[config.mk]
export PLATFORM = sky130hd
export DESIGN_NAME = p09_debounce_arbiter_flat
export DESIGN_NICKNAME = d
export VERILOG_FILES = /design/src/rtl/p09_debounce_pkg.sv /design/src/rtl/p09_debounce_arbiter_if.sv /design/src/rtl/p09_debounce_channel.sv /design/src/rtl/p09_debounce_arbiter.sv /design/src/flat_wrapper.sv
export SDC_FILE = /design/constraint.sdc
export NUM_CORES = 1
export LEC_CHECK = 0
export ABC_CLOCK_PERIOD_IN_PS = 10100
export BUFFER_PORTS_ARGS = -buffer_cell sky130_fd_sc_hd__clkbuf_2
export CAP_MARGIN = 10
export CORE_UTILIZATION = 61
export CTS_CLUSTER_DIAMETER = 50
export CTS_CLUSTER_SIZE = 16
export DETAILED_ROUTE_END_ITERATION = 6
export PLACE_DENSITY = 0.82
export SLEW_MARGIN = 10
export SYNTH_ARGS = -nofsm -noshare
export SYNTH_HDL_FRONTEND = slang
export SYNTH_SLANG_ARGS = --single-unit
export TNS_END_PERCENT = 30
[constraint.sdc]
create_clock -name clk -period 10.1 [get_ports clk]
set_clock_uncertainty 0.2 [all_clocks]
set_input_delay 2.02 -clock clk [delete_from_list [all_inputs] [get_ports clk]]
set_output_delay 2.02 -clock clk [all_outputs]
set_load 0.02 [all_outputs]
[src/rtl/p09_debounce_pkg.sv]
// Shared types and width helpers for the debounced input conditioner and its
// round-robin event arbiter.
package p09_debounce_pkg;

  typedef enum logic [1:0] {
    STABLE_LOW  = 2'd0,
    WAIT_HIGH   = 2'd1,
    STABLE_HIGH = 2'd2,
    WAIT_LOW    = 2'd3
  } db_state_t;

  // Channel field is sized for the largest supported NUM_CH (256); users truncate.
  localparam int EVT_CH_MAX_W = 8;

  typedef struct packed {
    logic [EVT_CH_MAX_W-1:0] channel;
    logic                    rise;
  } evt_t;

  function automatic int idx_width(input int n);
    return (n <= 1) ? 1 : $clog2(n);
  endfunction

  function automatic int cnt_width(input int d);
    return $clog2(d + 1);
  endfunction

endpackage

[src/rtl/p09_debounce_arbiter_if.sv]
// Valid/ready event port: the arbiter drives channel/polarity, the consumer drives ready.
interface p09_debounce_arbiter_if #(
  parameter int CH_W = 2
);
  logic            evt_valid;
  logic            evt_ready;
  logic [CH_W-1:0] evt_channel;
  logic            evt_rise;

  modport master (output evt_valid, output evt_channel, output evt_rise, input evt_ready);
  modport slave  (input evt_valid, input evt_channel, input evt_rise, output evt_ready);
endinterface

[src/rtl/p09_debounce_channel.sv]
// One input channel: synchronizer chain followed by a debounce FSM that emits a
// single-cycle strobe on the edge where a new level is accepted.
module p09_debounce_channel
  import p09_debounce_pkg::*;
#(
  parameter int SYNC_STAGES     = 2,
  parameter int DEBOUNCE_CYCLES = 16
) (
  input  logic clk,
  input  logic reset,
  input  logic i_pin,
  output logic o_level,
  output logic o_evt,
  output logic o_rise
);
  localparam int               CNT_W = cnt_width(DEBOUNCE_CYCLES);
  localparam logic [CNT_W-1:0] LAST  = CNT_W'(DEBOUNCE_CYCLES - 1);

  logic [SYNC_STAGES-1:0] r_sync;
  db_state_t              r_state;
  db_state_t              w_state_next;
  logic [CNT_W-1:0]       r_count;
  logic [CNT_W-1:0]       w_count_next;
  logic                   w_sync;

  assign w_sync = r_sync[SYNC_STAGES-1];

  always_ff @(posedge clk) begin
    if (reset) begin
      r_sync  <= '0;
      r_state <= STABLE_LOW;
      r_count <= '0;
    end else begin
      r_sync  <= {r_sync[SYNC_STAGES-2:0], i_pin};
      r_state <= w_state_next;
      r_count <= w_count_next;
    end
  end

  always_comb begin
    w_state_next = r_state;
    w_count_next = r_count;
    case (r_state)
      STABLE_LOW: if (w_sync) begin
        w_state_next = WAIT_HIGH;
        w_count_next = '0;
      end
      STABLE_HIGH: if (!w_sync) begin
        w_state_next = WAIT_LOW;
        w_count_next = '0;
      end
      // A reversal while waiting is a glitch: fall back without touching the level.
      WAIT_HIGH: begin
        if (!w_sync)             w_state_next = STABLE_LOW;
        else if (r_count == LAST) w_state_next = STABLE_HIGH;
        else                     w_count_next = r_count + CNT_W'(1);
      end
      WAIT_LOW: begin
        if (w_sync)              w_state_next = STABLE_HIGH;
        else if (r_count == LAST) w_state_next = STABLE_LOW;
        else                     w_count_next = r_count + CNT_W'(1);
      end
      default: w_state_next = STABLE_LOW;
    endcase
  end

  always_comb begin
    o_level = (r_state == STABLE_HIGH) || (r_state == WAIT_LOW);
    o_evt   = (r_count == LAST) &&
              (((r_state == WAIT_HIGH) && w_sync) || ((r_state == WAIT_LOW) && !w_sync));
    o_rise  = (r_state == WAIT_HIGH);
  end

endmodule

[src/rtl/p09_debounce_arbiter.sv]
// NUM_CH debounced inputs whose confirmed edges sit in one-deep pending slots and
// are served round-robin through a registered valid/ready event port.
module p09_debounce_arbiter
  import p09_debounce_pkg::*;
#(
  parameter int NUM_CH          = 4,
  parameter int SYNC_STAGES     = 2,
  parameter int DEBOUNCE_CYCLES = 16
) (
  input  logic                  clk,
  input  logic                  reset,
  input  logic [NUM_CH-1:0]     in,
  output logic [NUM_CH-1:0]     level,
  output logic [NUM_CH-1:0]     overflow,
  input  logic [NUM_CH-1:0]     overflow_clr,
  p09_debounce_arbiter_if.master evt
);
  localparam int CH_W = idx_width(NUM_CH);

  logic [NUM_CH-1:0] w_ch_evt, w_ch_rise, w_grant;
  logic [NUM_CH-1:0] r_slot_valid, r_slot_rise, r_overflow;
  logic [NUM_CH-1:0] w_slot_valid_next, w_slot_rise_next, w_overflow_next;
  logic [CH_W-1:0]   r_ptr, w_grant_idx;
  logic              w_found, w_grant_rise, w_load, r_evt_valid;
  evt_t              r_evt;
  int                w_dist, w_best;

  assign w_load = !r_evt_valid || evt.evt_ready;

  genvar gi;
  generate
    for (gi = 0; gi < NUM_CH; gi++) begin : g_ch
      p09_debounce_channel #(
        .SYNC_STAGES    (SYNC_STAGES),
        .DEBOUNCE_CYCLES(DEBOUNCE_CYCLES)
      ) u_ch (
        .clk    (clk),
        .reset  (reset),
        .i_pin  (in[gi]),
        .o_level(level[gi]),
        .o_evt  (w_ch_evt[gi]),
        .o_rise (w_ch_rise[gi])
      );

      assign w_grant[gi] = w_load && w_found && (w_grant_idx == CH_W'(gi));
      // A new event always wins the slot; it only counts as lost data if the old one stays ungranted.
      assign w_slot_valid_next[gi] = w_ch_evt[gi] || (r_slot_valid[gi] && !w_grant[gi]);
      assign w_slot_rise_next[gi]  = w_ch_evt[gi] ? w_ch_rise[gi] : r_slot_rise[gi];
      assign w_overflow_next[gi]   = !overflow_clr[gi] &&
          (r_overflow[gi] || (w_ch_evt[gi] && r_slot_valid[gi] && !w_grant[gi]));
    end
  endgenerate

  // Pick the valid slot with the smallest rotational distance from the pointer.
  always_comb begin
    w_found      = 1'b0;
    w_grant_idx  = '0;
    w_grant_rise = 1'b0;
    w_best       = NUM_CH;
    w_dist       = 0;
    for (int c = 0; c < NUM_CH; c++) begin
      w_dist = c - int'(r_ptr);
      if (w_dist < 0) w_dist = w_dist + NUM_CH;
      if (r_slot_valid[c] && (w_dist < w_best)) begin
        w_best       = w_dist;
        w_found      = 1'b1;
        w_grant_idx  = CH_W'(c);
        w_grant_rise = r_slot_rise[c];
      end
    end
  end

  always_ff @(posedge clk) begin
    if (reset) begin
      r_slot_valid <= '0;
      r_slot_rise  <= '0;
      r_overflow   <= '0;
      r_ptr        <= '0;
      r_evt_valid  <= 1'b0;
      r_evt        <= '0;
    end else begin
      r_slot_valid <= w_slot_valid_next;
      r_slot_rise  <= w_slot_rise_next;
      r_overflow   <= w_overflow_next;
      if (w_load) begin
        r_evt_valid <= w_found;
        if (w_found) begin
          r_evt.channel <= EVT_CH_MAX_W'(w_grant_idx);
          r_evt.rise    <= w_grant_rise;
          r_ptr         <= (w_grant_idx == CH_W'(NUM_CH - 1)) ? '0 : w_grant_idx + CH_W'(1);
        end
      end
    end
  end

  assign evt.evt_valid   = r_evt_valid;
  assign evt.evt_channel = CH_W'(r_evt.channel);
  assign evt.evt_rise    = r_evt.rise;
  assign overflow        = r_overflow;

endmodule

[src/flat_wrapper.sv]
// flat-port wrapper written by rule: the top's interface ports become plain ports
module p09_debounce_arbiter_flat import p09_debounce_pkg::*;
#(
  parameter int NUM_CH          = 4,
  parameter int SYNC_STAGES     = 2,
  parameter int DEBOUNCE_CYCLES = 16
)
  (clk, reset, in, level, overflow, overflow_clr, evt_evt_valid, evt_evt_channel, evt_evt_rise, evt_evt_ready);
  p09_debounce_arbiter_if #(.CH_W(2)) evt_i ();
  input  logic clk;
  input  logic reset;
  input  logic [NUM_CH-1:0] in;
  output logic [NUM_CH-1:0] level;
  output logic [NUM_CH-1:0] overflow;
  input  logic [NUM_CH-1:0] overflow_clr;
  output wire logic [$bits(evt_i.evt_valid)-1:0] evt_evt_valid;
  output wire logic [$bits(evt_i.evt_channel)-1:0] evt_evt_channel;
  output wire logic [$bits(evt_i.evt_rise)-1:0] evt_evt_rise;
  input wire logic [$bits(evt_i.evt_ready)-1:0] evt_evt_ready;
  assign evt_evt_valid = evt_i.evt_valid;
  assign evt_evt_channel = evt_i.evt_channel;
  assign evt_evt_rise = evt_i.evt_rise;
  assign evt_i.evt_ready = evt_evt_ready;
  p09_debounce_arbiter #(.NUM_CH(NUM_CH), .SYNC_STAGES(SYNC_STAGES), .DEBOUNCE_CYCLES(DEBOUNCE_CYCLES)) u_core (.clk(clk), .reset(reset), .in(in), .level(level), .overflow(overflow), .overflow_clr(overflow_clr), .evt(evt_i));
endmodule
[Word-level counts from Yosys, hierarchy flattened]
Index checks and enable logic that the tools add are counted.
Word-level totals
  bits in registers: 54
  bits of input ports: 11
  output and inout bits: 12
  logic and storage cells: 238
Cells by class
  add/sub/neg operators: 13
  $lt $le $gt $ge: 8
  equal/unequal tests: 43
  muxes and demuxes: 71
  reduce and logical (&&, ||, !) cells: 81
Operator list (count)
  $mux W32: 7
  $add A32 B4 Y32 const B: 4
  $lt A32 B1 Y1 const B: 4
  $mux W5: 20
  $lt A32 B32 Y1: 3
  $pmux W5 S4: 4
  $mux W2: 27
  $logic_and A1 B1 Y1: 37
  $lt A32 B4 Y1 const B: 1
  $pmux W2 S4: 4
  $reduce_and A4 Y1: 8
  $ne A2 B2 Y1 const B: 12
  $add A5 B1 Y5 const B: 4
  $eq A2 B2 Y1 const B: 10
  $eq A5 B4 Y1 const B: 4
  $logic_or A1 B1 Y1: 17
  $logic_not A1 Y1: 13
  $ne A3 B2 Y1 const B: 4
  $ne A3 B3 Y1 const B: 4
  $eq A2 B1 Y1 const B: 5
  $logic_not A2 Y1: 5
  $mux W1: 9
  $ne A2 B1 Y1 const B: 4
  $sub A1 B2 Y3 const A: 2
  other kinds (3): 4

[Longest topological paths before layout]
  word-level depth: 21
  gate-level depth with buffers: 19
  depth with buffers taken out: 18

[Modules after synthesis]
A second synthesis with hierarchy kept.
Unflattened totals
  cells, all modules: 287
  area total of the unflattened synthesis: 2549.9 um^2
Modules (own cells, without submodules)
  p09_debounce_channel: instances 4, cells each 45, area an instance 405.4 um^2, sequential area each 180.2 um^2
  p09_debounce_arbiter: instances 1, cells each 107, area an instance 928.4 um^2, sequential area each 360.3 um^2

[Worst setup path after synthesis]
Ideal clock, no wire load.
  path type: flip-flop to flip-flop
  start: register u_core.r_slot_valid[0]
  end: register u_core.r_overflow[3], in the netlist u_core.overflow[3]
  library setup time: 0.130 ns
  data arrival time: 2.934 ns
  data required time: 9.770 ns
  setup slack: 6.836 ns
  stages on the path, launching flop included: 17
  buffers on the path: 1
  clock period less this slack: 3.264 ns
  cells stage by stage: dfxtp_1 buf_2 inv_1 mux2i_1 a32oi_1 ha_1 o22ai_1 o21ai_1 o21ai_0 ha_1 o41ai_4 a21oi_1 inv_1 ha_1 nand2_1 a31oi_1 nor3_1
Between the ends
  cells in the longest elaborated chain, start to end: 17
  elaborated cells between the ends (all ways): 24
  classes of those cells: order compare: 3; eq/ne: 1; mux: 10; reduce/logical: 10
RTL lines
  start, declared: RTL line p09_debounce_arbiter.sv:21  | logic [NUM_CH-1:0] r_slot_valid, r_slot_rise, r_overflow;
  start signal, assigned: RTL line p09_debounce_arbiter.sv:82  | r_slot_valid <= w_slot_valid_next;
  $logic_and A1 B1 Y1 (*): RTL line p09_debounce_arbiter.sv:64  | if (r_slot_valid[c] && (w_dist < w_best)) begin
  $mux W32: RTL line p09_debounce_arbiter.sv:64
  $lt A32 B32 Y1: RTL line p09_debounce_arbiter.sv:64
  $logic_and A1 B1 Y1: RTL line p09_debounce_arbiter.sv:64
  $mux W32: RTL line p09_debounce_arbiter.sv:64
  $lt A32 B32 Y1: RTL line p09_debounce_arbiter.sv:64
  $logic_and A1 B1 Y1: RTL line p09_debounce_arbiter.sv:64
  $mux W32: RTL line p09_debounce_arbiter.sv:64
  $lt A32 B32 Y1: RTL line p09_debounce_arbiter.sv:64
  $logic_and A1 B1 Y1: RTL line p09_debounce_arbiter.sv:64
  $mux W2 / $mux W1 (equally long branches): RTL line p09_debounce_arbiter.sv:64
  $eq A2 B2 Y1 / $logic_and A1 B1 Y1 (equally long branches): RTL line p09_debounce_arbiter.sv:45  | assign w_grant[gi] = w_load && w_found && (w_grant_idx == CH_W'(gi));
  $logic_and A1 B1 Y1 (*): RTL line p09_debounce_arbiter.sv:45
  $logic_not A1 Y1 (*): RTL line p09_debounce_arbiter.sv:50  | (r_overflow[gi] || (w_ch_evt[gi] && r_slot_valid[gi] && !w_grant[gi]));
  $logic_and A1 B1 Y1 (*): RTL line p09_debounce_arbiter.sv:50
  $logic_or A1 B1 Y1 (*): RTL line p09_debounce_arbiter.sv:50
  $logic_and A1 B1 Y1 (*): RTL line p09_debounce_arbiter.sv:49  | assign w_overflow_next[gi] = !overflow_clr[gi] &&
  end signal, assigned: RTL line p09_debounce_arbiter.sv:84  | r_overflow <= w_overflow_next;
  end, declared: RTL line p09_debounce_arbiter.sv:21
Every way passes the cells marked *; elsewhere a longest branch is shown, timed or not.
A chain may end at the register's enable or synchronous reset.

[Final worst setup path]
Same ends and word-level chain as after synthesis.

==> flow_summary_export.csv <==
group,metric,value,unit
sta,setup_viol,0,
setup_path,cpMostUsedCell,"ha_1",
sta,final_max_slew_viol_count,0,
setup_path,rr_worst_depth,15,
setup_path,reg2reg_setup_slack,6250,ps
placement,place.gp.congestion,0.786,
clock_tree,post_cts_resized,0,
final_layout,n_antenna_cell,0,
setup_path,r2r-start,"u_core.r_slot_valid[0]",
clock_tree,cts_tree,"done",
sta,setup_tns,0,ps
synthesis,postSynthCellCount,297,
run,drv_cap,0,
grt,grt_max_degree,55,
setup_path,critPathCaptureType,"register",
power_and_ir_drop,power_leakage,1.11,nW
power_and_ir_drop,p_per_area,127,nW/um^2
setup_path,worstSetupPathType,"reg2reg",
final_layout,final_util,67.6,%
sta,relSlewSlack,29.5,%
floorplanning,dieArea,4410,um^2
setup_path,crit_path_end,"u_core.overflow[3]",
synthesis,synthFlopType,"dfxtp_1",
synthesis,synthArstFlopShare,0,%
floorplanning,core_area,4000,um^2
setup_path,worst-path-buf-inv,2,
placement,numPortBuffers,22,
synthesis,ys_top_cells_by_count,"dfxtp_1, nand2_1, nor2_1",
synthesis,syn_area,2530,um^2
placement,dp_hpwl,3080,um
grt,grt_pass1_wl,6930,um
grt,grt_pass1_vias,1654,
sta,min_period,3850,ps
clock_tree,ctsHoldBuffers,0,
setup_path,crit_start,"u_core.r_slot_valid[0]",
grt,globalRouteTotalUtil,20.6,%
setup_path,cp_max_fo,12,
setup_path,cp_slowest_stage_delay,600,ps
clock_tree,ctsRootBufferMaster,"clkbuf_8",
setup_path,rr_endpoint,"u_core.overflow[3]",
clock_tree,post_cts_buffers,0,
detailed_routing,vias_per_cell,5.69,
sta,rsz0062_at_grt,"no",
detailed_routing,drtIter0Drc,110,
clock_tree,cts.clk_slew.worst_paths,90,ps
clock_tree,clock_latency,300,ps
synthesis,ys_types,44,
clock_tree,numCtsBuffers,5,
synthesis,yosysWarnings,0,
setup_path,crit_family,"compound AO/OA/AOI/OAI gates",
worst_hold_path,hold_class,"reg2reg",
floorplanning,die_x,66.4,um
final_layout,num-nets-final,332,
synthesis,synth_most_common_cell,"dfxtp_1",
synthesis,yosysTopAreaCell,"dfxtp_1",
setup_path,crit_cells,15,
setup_path,cp-start-kind,"register",
sta,hold_viol,0,
detailed_routing,drc,0,
power_and_ir_drop,max-vdd-ir-drop,0.0000687,V
detailed_routing,drt-total-wl,4310,um
outcome,status,"complete, no violations",
synthesis,seq_area_frac_synth,42.7,%
clock_tree,clock_sinks,54,
synthesis,synth_top_area_share,42.7,%
synthesis,synth_edf_count,0,
setup_path,crit_arrival,3800,ps
detailed_routing,dr.pass1.iters,4,
setup_path,critical_path_required,10050,ps
synthesis,synthTopCellsByArea,"dfxtp_1, ha_1, a21oi_1",
synthesis,postSynthAreaPerCell,8.52,um^2
setup_path,cp_slowest_cell,"dfxtp_1",
final_layout,area_growth,6.77,%
grt,grt.overflow.total,0,
grt,antenna_found_initial,0,
synthesis,syn-num-nets,320,
floorplanning,rows,23,
floorplanning,initial_core_util,63.3,%
detailed_routing,num_vias,2044,
floorplanning,die_h,66.4,um
clock_tree,clockBufferDepth,2,
floorplanning,io_pins,23,
detailed_routing,postRouteAntennaNets,0,
synthesis,ys_ff_latch,54,
setup_path,crit_chain,"inv_1 > mux2i_1 > a32oi_1 > ha_1 > o22ai_1 > o21ai_1 > o21ai_0 > ha_1 > o41ai_4 > a21oi_1 > inv_1 > ha_1 > nand2_1 > a31oi_1 > nor3_1",
sta,tightest_slew,1060,ps
sta,max_freq,0.260,GHz
final_layout,drive_gt1_share,11.7,%
detailed_routing,wl_per_cell,12.0,um
clock_tree,htree_levels,2,
sta,finalCritPeriodShare,38.1,%
-- logic make-up after synthesis --
logic type      after synthesis  share of synthesized area [%]
compound gates               82                           22.6
xor+xnor                      5                           1.73
fa+ha+maj                    12                           5.93
buf+inv                      36                           5.98
flops                        54                           42.7
mux                           2                          0.791
simple gates                106                           20.3
-- registers in the layout, summed over array words and instances (netlist names), named ones only --
name	count
u_core.g_ch.u_ch.r_count	20
u_core.r_ptr	2
u_core.g_ch.u_ch.r_sync	8
u_core.r_slot_rise	4
u_core.overflow	4
u_core.evt.evt_rise	1
u_core.evt.evt_valid	1
u_core.r_slot_valid	4
u_core.evt.evt_channel	2
u_core.g_ch.u_ch.r_state	4
-- layout make-up --
| class | count | area [um^2] |
|---|---|---|
| multi-input combinational | 207 | 1300 |
| fill | 354 | 1300 |
| sequential | 54 | 1080 |
| timing repair buffer | 22 | 110 |
| inverter | 19 | 71.3 |
| clock buffer | 5 | 68.8 |
| tap | 50 | 62.6 |
| clock inverter | 2 | 10.0 |
-- power by group --
| part | internal (mW) | total [mW] | switching, mW |
|---|---|---|---|
| Clock | 0.0466 | 0.110 | 0.0637 |
| Sequential | 0.216 | 0.219 | 0.00264 |
| Combinational | 0.00532 | 0.0134 | 0.00804 |
-- worst min-delay path by stage --
stage / startpoint / end / slack (ps) / depth (start not counted)
3_5_place_dp: u_core.overflow[2] / u_core.overflow[2] / 240 / 2
5_1_grt: u_core.g_ch[3].u_ch.r_sync[0] / u_core.g_ch[3].u_ch.r_sync[1] / 270 / 1
6_report: u_core.g_ch[3].u_ch.r_sync[0] / u_core.g_ch[3].u_ch.r_sync[1] / 260 / 1
4_1_cts: u_core.g_ch[3].u_ch.r_sync[0] / u_core.g_ch[3].u_ch.r_sync[1] / 260 / 1
2_1_floorplan: u_core.g_ch[0].u_ch.r_sync[0] / u_core.g_ch[0].u_ch.r_sync[1] / 210 / 1
3_3_place_gp: u_core.g_ch[2].u_ch.r_sync[0] / u_core.g_ch[2].u_ch.r_sync[1] / 220 / 1
-- layout by cell type (no fill, tap or decap), types with 7 or more instances in the layout --
cell type and instances:
dfxtp_1 54, nand2_1 31, nor2_1 29, a21oi_1 25
clkbuf_2 22, inv_1 19, ha_1 12, nor2b_1 11
a21o_1 11, o21ai_0 10, a22oi_1 10, nor3_1 9
nand3_1 7
-- routing by layer --
metal  global-route usage (%)  vias to the layer above  wire length [um]
met4                     9.04                        0                47
met5                        0                        -                 0
met2                     31.8                       27              1970
met3                     4.66                        6               108
li1                         -                     1057                 -
met1                     27.2                      954              2180
-- metrics by stage --
| stage | instance area (um^2) | std cells | setup WS, ps | hold slack, ps | power [mW] |
|---|---|---|---|---|---|
| 2_1_floorplan | 2530 | 297 | 6840 | 214 | 0.233 |
| 3_3_place_gp | 2620 | 352 | 6370 | 218 | 0.237 |
| 3_5_place_dp | 2620 | 352 | 6300 | 243 | 0.237 |
| 4_1_cts | 2700 | 359 | 6270 | 259 | 0.347 |
| 5_1_grt | 2700 | 359 | 5940 | 267 | 0.360 |
| 6_report | 2700 | 359 | 6250 | 256 | 0.343 |
-- worst reg2reg max path, cell delays in order, from the launching register on --
cell	delay, ps
dfxtp_1	600
inv_1	130
mux2i_1	150
a32oi_1	220
ha_1	240
o22ai_1	100
o21ai_1	440
o21ai_0	190
ha_1	260
o41ai_4	480
a21oi_1	160
inv_1	100
ha_1	140
nand2_1	70
a31oi_1	170
nor3_1	60
Note: power is estimated with default switching activity, not from simulation.
